### config.mk
export PLATFORM = sky130hd
export DESIGN_NAME = mips_multicycle_control
export DESIGN_NICKNAME = d
export VERILOG_FILES = /design/src/rtl/mips_ctrl_pkg.sv /design/src/rtl/mips_alu_decoder.sv /design/src/rtl/mips_multicycle_control.sv
export SDC_FILE = /design/constraint.sdc
export NUM_CORES = 1
export LEC_CHECK = 0
export CAP_MARGIN = 20
export CORE_AREA = 3 3 61 63
export DETAILED_ROUTE_END_ITERATION = 10
export DIE_AREA = 0 0 64 66
export GPL_TIMING_DRIVEN = 1
export PLACE_DENSITY = 0.9
export REMOVE_ABC_BUFFERS = 1
export SLEW_MARGIN = 20
export SYNTH_ARGS = -nofsm -noshare
export SYNTH_HDL_FRONTEND = slang
export SYNTH_SLANG_ARGS = --single-unit
### constraint.sdc
create_clock -name CLK -period 4.2 [get_ports CLK]
set_input_delay 0.84 -clock CLK [delete_from_list [all_inputs] [get_ports CLK]]
set_output_delay 0.84 -clock CLK [all_outputs]
set_load 0.02 [all_outputs]
### src/rtl/mips_ctrl_pkg.sv
// Shared definitions for the MIPS control units.
// Contains the multicycle FSM state encoding, the opcode and funct field
// values, the ALUOp / ALUControl encodings, and the ALUSrcB / PCSrc
// mux-select encodings used by the datapath.
package mips_ctrl_pkg;

  typedef enum logic [3:0] {
    S_FETCH    = 4'd0,
    S_DECODE   = 4'd1,
    S_MEMADR   = 4'd2,
    S_MEMREAD  = 4'd3,
    S_MEMWB    = 4'd4,
    S_MEMWRITE = 4'd5,
    S_EXECUTE  = 4'd6,
    S_ALUWB    = 4'd7,
    S_BRANCH   = 4'd8,
    S_ADDIEX   = 4'd9,
    S_ADDIWB   = 4'd10,
    S_JUMP     = 4'd11
  } state_t;

  localparam logic [5:0] OP_RTYPE = 6'b000000;
  localparam logic [5:0] OP_LW    = 6'b100011;
  localparam logic [5:0] OP_SW    = 6'b101011;
  localparam logic [5:0] OP_BEQ   = 6'b000100;
  localparam logic [5:0] OP_BNE   = 6'b000101;
  localparam logic [5:0] OP_ADDI  = 6'b001000;
  localparam logic [5:0] OP_J     = 6'b000010;

  localparam logic [5:0] FN_ADD = 6'b100000;
  localparam logic [5:0] FN_SUB = 6'b100010;
  localparam logic [5:0] FN_AND = 6'b100100;
  localparam logic [5:0] FN_OR  = 6'b100101;
  localparam logic [5:0] FN_SLT = 6'b101010;

  typedef enum logic [1:0] {
    ALUOP_ADD   = 2'b00,
    ALUOP_SUB   = 2'b01,
    ALUOP_FUNCT = 2'b10
  } aluop_t;

  localparam logic [2:0] ALUC_AND = 3'b000;
  localparam logic [2:0] ALUC_OR  = 3'b001;
  localparam logic [2:0] ALUC_ADD = 3'b010;
  localparam logic [2:0] ALUC_SUB = 3'b110;
  localparam logic [2:0] ALUC_SLT = 3'b111;

  localparam logic [1:0] SRCB_B       = 2'b00;
  localparam logic [1:0] SRCB_FOUR    = 2'b01;
  localparam logic [1:0] SRCB_IMM     = 2'b10;
  localparam logic [1:0] SRCB_IMM_SH2 = 2'b11;

  localparam logic [1:0] PCSRC_ALU    = 2'b00;
  localparam logic [1:0] PCSRC_ALUOUT = 2'b01;
  localparam logic [1:0] PCSRC_JUMP   = 2'b10;

endpackage

### src/rtl/mips_alu_decoder.sv
// Combinational ALU decoder: maps ALUOp plus the R-type funct field to the
// 3-bit ALU operation. Shared with the single-cycle control unit.
// Ports:
//   alu_op_i      - add / sub / decode-funct request from the main control
//   funct_i       - IR[5:0]
//   alu_control_o - ALU operation select
module mips_alu_decoder
  import mips_ctrl_pkg::*;
(
  input  aluop_t      alu_op_i,
  input  logic [5:0]  funct_i,
  output logic [2:0]  alu_control_o
);

  always_comb begin
    alu_control_o = ALUC_ADD;
    case (alu_op_i)
      ALUOP_ADD: alu_control_o = ALUC_ADD;
      ALUOP_SUB: alu_control_o = ALUC_SUB;
      default: begin
        case (funct_i)
          FN_ADD:  alu_control_o = ALUC_ADD;
          FN_SUB:  alu_control_o = ALUC_SUB;
          FN_AND:  alu_control_o = ALUC_AND;
          FN_OR:   alu_control_o = ALUC_OR;
          FN_SLT:  alu_control_o = ALUC_SLT;
          default: alu_control_o = ALUC_AND;
        endcase
      end
    endcase
  end

endmodule

### src/rtl/mips_multicycle_control.sv
// Moore-style control FSM for the MIPS multicycle datapath.
// Sequences fetch/decode/execute/memory/writeback, waits on MemReady in the
// memory-touching states (when MEM_WAIT_EN), flags unsupported opcodes with
// IllegalOp and counts retired instructions in InstrCount.
// Ports:
//   CLK, RST            - clock, synchronous active-high reset
//   Opcode, Funct       - instruction register fields
//   Zero, MemReady      - ALU zero flag, memory access complete
//   PCEn ... ALUControl - datapath control strobes and mux selects
//   IllegalOp           - pulse in DECODE for an unsupported opcode
//   InstrCount          - retired-instruction counter (wraps)
//   StateDbg            - current FSM state, for observation
// All outputs are forced to zero while RST is high.
module mips_multicycle_control
  import mips_ctrl_pkg::*;
#(
  parameter int unsigned ALU_CTRL_W  = 3,
  parameter bit          MEM_WAIT_EN = 1'b1,
  parameter bit          BNE_EN      = 1'b1,
  parameter int unsigned COUNT_W     = 16
) (
  input  logic                  CLK,
  input  logic                  RST,
  input  logic [5:0]            Opcode,
  input  logic [5:0]            Funct,
  input  logic                  Zero,
  input  logic                  MemReady,
  output logic                  PCEn,
  output logic                  IorD,
  output logic                  MemWrite,
  output logic                  IRWrite,
  output logic                  RegDst,
  output logic                  MemtoReg,
  output logic                  RegWrite,
  output logic                  ALUSrcA,
  output logic [1:0]            ALUSrcB,
  output logic [1:0]            PCSrc,
  output logic [ALU_CTRL_W-1:0] ALUControl,
  output logic                  IllegalOp,
  output logic [COUNT_W-1:0]    InstrCount,
  output state_t                StateDbg
);

  state_t               state_q, state_d;
  logic [COUNT_W-1:0]   count_q;
  logic                 go, retire;
  logic                 iord, memwrite, irwrite, regdst, memtoreg, regwrite;
  logic                 srca, pcwrite, branch, branch_ne, illegal;
  logic [1:0]           srcb, pcsrc;
  aluop_t               alu_op;
  logic [2:0]           alu_ctrl;

  assign go = MEM_WAIT_EN ? MemReady : 1'b1;

  always_comb begin
    state_d   = state_q;
    retire    = 1'b0;
    iord      = 1'b0;
    memwrite  = 1'b0;
    irwrite   = 1'b0;
    regdst    = 1'b0;
    memtoreg  = 1'b0;
    regwrite  = 1'b0;
    srca      = 1'b0;
    srcb      = SRCB_B;
    pcsrc     = PCSRC_ALU;
    alu_op    = ALUOP_ADD;
    pcwrite   = 1'b0;
    branch    = 1'b0;
    branch_ne = 1'b0;
    illegal   = 1'b0;
    case (state_q)
      S_FETCH: begin
        srcb    = SRCB_FOUR;
        irwrite = go;
        pcwrite = go;
        if (go) state_d = S_DECODE;
      end
      S_DECODE: begin
        srcb = SRCB_IMM_SH2;
        case (Opcode)
          OP_LW, OP_SW: state_d = S_MEMADR;
          OP_RTYPE:     state_d = S_EXECUTE;
          OP_BEQ:       state_d = S_BRANCH;
          OP_BNE:       if (BNE_EN) state_d = S_BRANCH;
                        else        illegal = 1'b1;
          OP_ADDI:      state_d = S_ADDIEX;
          OP_J:         state_d = S_JUMP;
          default:      illegal = 1'b1;
        endcase
        // An illegal opcode still retires: the FSM returns to FETCH.
        if (illegal) begin
          state_d = S_FETCH;
          retire  = 1'b1;
        end
      end
      S_MEMADR: begin
        srca    = 1'b1;
        srcb    = SRCB_IMM;
        state_d = (Opcode == OP_SW) ? S_MEMWRITE : S_MEMREAD;
      end
      S_MEMREAD: begin
        iord = 1'b1;
        if (go) state_d = S_MEMWB;
      end
      S_MEMWB: begin
        memtoreg = 1'b1;
        regwrite = 1'b1;
        state_d  = S_FETCH;
        retire   = 1'b1;
      end
      S_MEMWRITE: begin
        iord     = 1'b1;
        memwrite = 1'b1;
        if (go) begin
          state_d = S_FETCH;
          retire  = 1'b1;
        end
      end
      S_EXECUTE: begin
        srca    = 1'b1;
        alu_op  = ALUOP_FUNCT;
        state_d = S_ALUWB;
      end
      S_ALUWB: begin
        regdst   = 1'b1;
        regwrite = 1'b1;
        state_d  = S_FETCH;
        retire   = 1'b1;
      end
      S_BRANCH: begin
        srca   = 1'b1;
        alu_op = ALUOP_SUB;
        pcsrc  = PCSRC_ALUOUT;
        if (BNE_EN && (Opcode == OP_BNE)) branch_ne = 1'b1;
        else                              branch    = 1'b1;
        state_d = S_FETCH;
        retire  = 1'b1;
      end
      S_ADDIEX: begin
        srca    = 1'b1;
        srcb    = SRCB_IMM;
        state_d = S_ADDIWB;
      end
      S_ADDIWB: begin
        regwrite = 1'b1;
        state_d  = S_FETCH;
        retire   = 1'b1;
      end
      S_JUMP: begin
        pcsrc   = PCSRC_JUMP;
        pcwrite = 1'b1;
        state_d = S_FETCH;
        retire  = 1'b1;
      end
      default: state_d = S_FETCH;
    endcase
  end

  always_ff @(posedge CLK) begin
    if (RST) begin
      state_q <= S_FETCH;
      count_q <= '0;
    end else begin
      state_q <= state_d;
      if (retire) count_q <= count_q + COUNT_W'(1);
    end
  end

  mips_alu_decoder u_alu_dec (
    .alu_op_i      (alu_op),
    .funct_i       (Funct),
    .alu_control_o (alu_ctrl)
  );

  // Ternaries (not AND-masking) so reset forces clean zeros even before the
  // first clock edge has initialised the state register.
  assign PCEn       = RST ? 1'b0 : (pcwrite | (branch & Zero) | (branch_ne & ~Zero));
  assign IorD       = RST ? 1'b0 : iord;
  assign MemWrite   = RST ? 1'b0 : memwrite;
  assign IRWrite    = RST ? 1'b0 : irwrite;
  assign RegDst     = RST ? 1'b0 : regdst;
  assign MemtoReg   = RST ? 1'b0 : memtoreg;
  assign RegWrite   = RST ? 1'b0 : regwrite;
  assign ALUSrcA    = RST ? 1'b0 : srca;
  assign ALUSrcB    = RST ? 2'b00 : srcb;
  assign PCSrc      = RST ? 2'b00 : pcsrc;
  assign ALUControl = RST ? '0 : ALU_CTRL_W'(alu_ctrl);
  assign IllegalOp  = RST ? 1'b0 : illegal;
  assign InstrCount = RST ? '0 : count_q;
  assign StateDbg   = RST ? S_FETCH : state_q;

endmodule

==> results of run 1 <==
state kept, by name (all words and copies together) (netlist names):
signal / flops
count_q: 16
state_q: 4
worst register-to-register path, delay by kind of cell (launching register included):
| family | cells | cell delay, ns |
|---|---|---|
| flops | 1 | 0.80 |
| compound gates | 2 | 0.49 |
| simple gates | 2 | 0.37 |
| mux | 1 | 0.32 |
| buf+inv | 1 | 0.29 |
placed cells by master (no fill, tap or decap), types with 6 or more instances in the layout:
master,netlist,routed
nor3_1,16,16
nand3_1,8,8
nor2b_1,18,18
dfxtp_1,20,20
nor2_1,23,23
inv_1,8,8
clkdlybuf4s50_1,0,51
o21ai_0,6,6
nand4_1,10,10
nand2_1,11,11
a21oi_1,13,13
report_power, final:
group	internal, uW	switching [uW]
registers	192	7.25
logic	39.6	44.1
clock network	52.9	59.7
total	285	111
layer usage:
metal	global-route usage, %	routed length (um)	vias up
met5	0	0	-
met4	4.582	37	0
met3	2.381	200	10
met1	23.86	1666	774
met2	32.00	1930	59
li1	-	-	875
through the flow:
| step | power [uW] | std cells |
|---|---|---|
| after floorplan | 242.0 | 199 |
| after global placement | 285.7 | 299 |
| after detailed placement | 287.3 | 299 |
| after CTS | 397.0 | 303 |
| after global routing | 414.8 | 303 |
| final | 396.0 | 303 |
path summary, 6_finish.rpt:
kind	to	slack, ns
worst max-delay path	PCEn	0.31
worst min-delay path	count_q[15]	0.49
worst max register to register	count_q[6]	1.82
worst min register to register	count_q[15]	0.49
kinds of logic after synthesis:
kind of cell | Yosys count | share of synthesized area, %
XOR/XNOR | 4 | 2.237
AO/OA/AOI/OAI | 38 | 16.61
AND/OR/NAND/NOR | 120 | 42.73
buffers and inverters | 23 | 6.390
adder cells (fa/ha/maj) | 1 | 0.7986
multiplexers | 8 | 5.671
flip-flops | 20 | 25.56
cell type report:
cell class,instances,area [um^2],area share [%]
Sequential cell,20,400.4,18.86
Multi-Input combinational cell,171,1066,50.21
Inverter,8,30.03,1.414
Clock buffer,4,36.28,1.709
Timing Repair Buffer,54,533.0,25.10
Tap cell,46,57.56,2.711
cell usage after synthesis (all sizes together) (5+ instances only):
cell / number
a21oi: 13
buf: 9
clkbuf: 6
dfxtp: 20
inv: 8
mux2: 7
nand2: 11
nand2b: 5
nand3: 8
nand4: 10
nor2: 23
nor2b: 18
nor3: 16
o21ai: 6
or4: 5
==> summary.txt, run 1 <==
Clock network
  – CTS clk-pin slew, worst paths: approximately 0.12 ns
  – Number of post-CTS setup repair buffers: 0
  – Post_cts resized: 0
  – CTS root buffer: clkbuf_4
  – Longest Clk Path Bufs: 2
  – CTS Buf Count: 3
  – CTS H-tree lvls: 1
  – Clock sink count: 20
  – Clk Latency, worst-skew pair: about 0.30 ns
  – # hold bufs at CTS: 0
  – CTS tree: done

Global routing
  – Antenna violations before repair: 0
  – First-pass GRT wire length: ~6.5 mm
  – Largest net degree at the start of global routing: 28
  – Vias in the first global route: about 1500
  – Aggregate global routing overflow: 0
  – Overall Global Routing Usage: between 15 and 20%

Timing
  – Setup Viol. Count Final: 0
  – Final hold vios: 0
  – RSZ-0062 raised after global routing: no
  – Worst-Margin Slew: between 0.7 and 0.8 ns
  – Setup_tns: 0 ns
  – Min Hold Slack: about 0.49 ns
  – Final slew viol count: 0
  – Setup ws final: 0.3057 ns
  – Fmax: 256.8 MHz
  – Slew HR: 52.32%
  – Period utilisation layout: ~90%
  – Post-layout minimum cycle time: approximately 4 ns
  – Worst Skew: 0.005673 ns

Worst hold path
  – HP Class: reg2reg
  – Hold Crit Depth: 2
  – Worst Hold Launch: count_q[15]

Finish
  – Area grow syn2layout: 35.54%
  – Share of layout cells above drive strength 1: under 10%
  – Design Area, Final: between 0.002 and 0.0025 mm^2
  – Final Net Count: between 200 and 300
  – ANT cells: 0
  – Fill cells: about 280
  – Fin util: between 60% and 70%

Job
  – Max-Cap Viols: 0

Floorplanning
  – Ports: 52
  – Die Span Y: ~66 um
  – Core area: around 0.0033 mm^2
  – Initial Utilization: between 40% and 50%
  – Die width: 64 um
  – Die area: ~0.0042 mm^2
  – Row count: 21

Critical path
  – Critical path's slowest cell: clkdlybuf4s50_1
  – Critical path buffer and inverter count: 2
  – Setup CP Type: in2out
  – Critical path depth: 7
  – Crit path required time: between 3 and 4 ns
  – Max FO, Critical Path: 6
  – Startpoint types: input port
  – Crit-path leading delay family: buffers and inverters
  – Crit Reg-Reg Startpoint: state_q[2]
  – Delay of the slowest critical-path stage: about 0.6 ns
  – CP Data Arrival Time: around 3 ns
  – Crit path cell chain: clkdlybuf4s50_1 -> nor3_1 -> nand4_1 -> xor2_1 -> o22a_1 -> nor2_1 -> clkdlybuf4s50_1
  – Worst reg2reg path depth: 6
  – Cell with the most instances on the worst path: clkdlybuf4s50_1
  – Kind of end point of the critical path: output pin
  – Critical path origin: Opcode[3]

Yosys
  – Post-synth EDFFs: 0
  – Flops & latches, synth: 20
  – Number of distinct library cells after synthesis: 48
  – Sequential fraction of the synthesis area: 25.56%
  – Yosys top cell area share: 25.56%
  – Yosys warns: 0
  – Largest cells by area after synthesis: dfxtp_1 (26%), nor2b_1 (7.2%), nor2_1 (5.5%)
  – Async SR Flop Fraction: 0%
  – Synth area leader: dfxtp_1
  – Most used DFF post-synth: dfxtp_1
  – Syn Inst Count: ~210
  – Post-Syn Area: 0.001567 mm^2
  – Average cell area after synthesis: 7.320 um^2

Placement
  – DP HPWL: between 2 and 3 mm
  – Post-DP Area: approximately 0.0021 mm^2
  – Post-Place Setup Slack: between 0.3 and 0.4 ns
  – Routability cong.: about 0.9
  – Port buffer count: between 50 and 60

Drt
  – Initial drt markers: approximately 140
  – Final Routed Wirelength: roughly 3.8 mm
  – Drt wl/cell: about 13 um
  – DR vias: between 1500 and 2000
  – Detailed Routing Iterations Pass 1: 5
  – ANT nets after route: 0
  – Number of remaining DRC errors: 0
  – Mean number of vias per cell: approximately 5.7

Power
  – Pwr/cell area: about 190 mW/mm^2
  – Leakage Power: about 0.00074 uW
  – Maximum vdd drop: approximately 0.00011 V

Run status
  – Status: finished clean
Power figures use the tool's default switching activity.
==> run 2: changes to the inputs <==
- MAX_ROUTING_LAYER: unset -> met4
==> summary.txt, run 2 (synthesized netlist as in run 1, its figures left out) <==
Finish
  – Largest Register: count_q (unchanged)
  – ANT cells: 0 (unchanged)
  – Share of layout cells above drive strength 1: 5.447% (unchanged)
  – Largest register FFs: 16 (unchanged)
  – Largest regs: count_q x16, state_q x4 (unchanged)
  – Fin util: 64.65% (unchanged)
  – Area grow syn2layout: 35.54% (unchanged)
  – Final Net Count: 275 (unchanged)
  – Commonest non-fill, non-tap cells in the layout: clkdlybuf4s50_1 (51), nor2_1 (23), dfxtp_1 (20), nor2b_1 (18), nor3_1 (16) (unchanged)
  – Fill cells: 284 (unchanged)
  – Commonest non-fill, non-tap cell in the layout: clkdlybuf4s50_1 (unchanged)

Timing
  – Worst Skew: 0.007965 ns (was 0.005673 ns)
  – Setup Viol. Count Final: 0 (unchanged)
  – Period utilisation layout: 92.51% (was 92.72%)
  – Setup_tns: 0 ns (unchanged)
  – Post-layout minimum cycle time: 3.885 ns (was 3.894 ns)
  – Worst-Margin Slew: 0.7399 ns (was 0.7143 ns)
  – Final slew viol count: 0 (unchanged)
  – RSZ-0062 raised after global routing: no (unchanged)
  – Final hold vios: 0 (unchanged)
  – Fmax: 257.4 MHz (was 256.8 MHz)
  – Slew HR: 50.61% (was 52.32%)

Clock network
  – Longest Clk Path Bufs: 2 (unchanged)
  – Clock sink count: 20 (unchanged)
  – Number of post-CTS setup repair buffers: 0 (unchanged)
  – CTS tree: done (unchanged)
  – Post_cts resized: 0 (unchanged)
  – # hold bufs at CTS: 0 (unchanged)
  – CTS root buffer: clkbuf_4 (unchanged)
  – CTS clk-pin slew, worst paths: 0.12 ns (about the same)
  – Clk Latency, worst-skew pair: 0.30 ns (about the same)
  – CTS H-tree lvls: 1 (unchanged)
  – CTS Buf Count: 3 (unchanged)

Global routing
  – Antenna violations before repair: 0 (unchanged)
  – First-pass GRT wire length: 6.465 mm (was 6.458 mm)
  – Vias in the first global route: 1480 (unchanged)
  – Overall Global Routing Usage: 18.91% (was 18.39%)
  – Largest net degree at the start of global routing: 28 (unchanged)
  – Aggregate global routing overflow: 0 (unchanged)

Worst hold path
  – HP Class: reg2reg (unchanged)

Critical path
  – Setup CP Type: in2out (unchanged)
  – Flop-to-flop setup slack: 1.80 ns (was 1.82 ns)
  – Startpoint types: input port (unchanged)
  – Critical path's slowest cell: clkdlybuf4s50_1 (unchanged)
  – Delay of the slowest critical-path stage: 0.60 ns (about the same)
  – Max FO, Critical Path: 6 (unchanged)
  – CP Data Arrival Time: 3.05 ns (about the same)
  – Cell with the most instances on the worst path: clkdlybuf4s50_1 (unchanged)
  – Crit path required time: 3.36 ns (about the same)
  – Kind of end point of the critical path: output pin (unchanged)
  – Crit path cell chain: clkdlybuf4s50_1 -> nor3_1 -> nand4_1 -> xor2_1 -> o22a_1 -> nor2_1 -> clkdlybuf4s50_1 (unchanged)

Drt
  – Drt wl/cell: 12.76 um (was 12.66 um)
  – Number of remaining DRC errors: 0 (unchanged)
  – Detailed Routing Iterations Pass 1: 4 (was 5)
  – Mean number of vias per cell: 5.653 (was 5.670)
  – Initial drt markers: 132 (was 142)
  – ANT nets after route: 0 (unchanged)
  – DR vias: 1713 (was 1718)
  – Final Routed Wirelength: 3.865 mm (was 3.835 mm)

Floorplanning
  – Die width: 64 um (unchanged)
  – Initial Utilization: 47.70% (unchanged)
  – Die area: 0.004224 mm^2 (unchanged)
  – Row count: 21 (unchanged)
  – Ports: 52 (unchanged)
  – Core area: 0.003284 mm^2 (unchanged)
  – Die Span Y: 66 um (unchanged)

Job
  – Max-Cap Viols: 0 (unchanged)

Placement
  – DP HPWL: 2.925 mm (unchanged)
  – Port buffer count: 51 (unchanged)
  – Routability cong.: 0.8893 (was 0.8749)

Power
  – Maximum vdd drop: 0.0001082 V (was 0.0001091 V)
  – Pwr/cell area: 186.3 mW/mm^2 (was 186.5 mW/mm^2)
  – Leakage Power: 0.0007447 uW (unchanged)

Run status
  – Status: finished clean (unchanged)
## run 2: cell counts in the layout (fill, tap and decap cells not counted)
No cell type changed its count.
## run 2: worst paths after layout
check	start	endpoint	cells after the start
setup / recovery	Opcode[3]	PCEn	7
hold / removal	count_q[15]	count_q[15]	2
setup reg to reg	state_q[2]	count_q[6]	6
hold reg to reg	count_q[15]	count_q[15]	2
## run 2: layer usage
metal,vias up,part of all wire (%),global-route usage [%]
met3,4,5.1,2.381
met1,778,43,23.97
met5,-,0,-
li1,875,-,-
met2,56,51,32.00
met4,0,0.39,4.582
## run 2: area by class of cell
class	count	area (um^2)	share of cell area [%]
clock buffer	4	36.28	1.709
inverter	8	30.03	1.414
multi-input combinational	171	1066	50.21
sequential	20	400.4	18.86
tap	46	57.56	2.711
timing repair buffer	54	533.0	25.10
## run 2: worst max-delay path: cells and delay by family
| family | cells | cell delay (ns) |
|---|---|---|
| compound gates | 1 | 0.17 |
| simple gates | 3 | 0.74 |
| buf+inv | 2 | 1.12 |
| xor+xnor | 1 | 0.17 |
## run 2: where the power goes
part           total [uW]  switching [uW]  internal [uW]
logic                83.8            44.2           39.6
clock network         112            59.2           52.8
registers             200            7.36            192
total                 396             111            285
## run 2: through the flow
stage | instances | hold slack (ns) | power [uW] | setup slack, ns | cell area, um^2
5_1_grt | 303 | 0.5187 | 414.8 | 0.2013 | 2123
2_1_floorplan | 199 | 0.4413 | 242.0 | 1.266 | 1496
3_5_place_dp | 299 | 0.4669 | 287.3 | 0.3198 | 2087
4_1_cts | 303 | 0.4851 | 397.0 | 0.2938 | 2123
6_report | 303 | 0.4874 | 395.6 | 0.3146 | 2123
3_3_place_gp | 299 | 0.4607 | 285.7 | 0.3980 | 2087
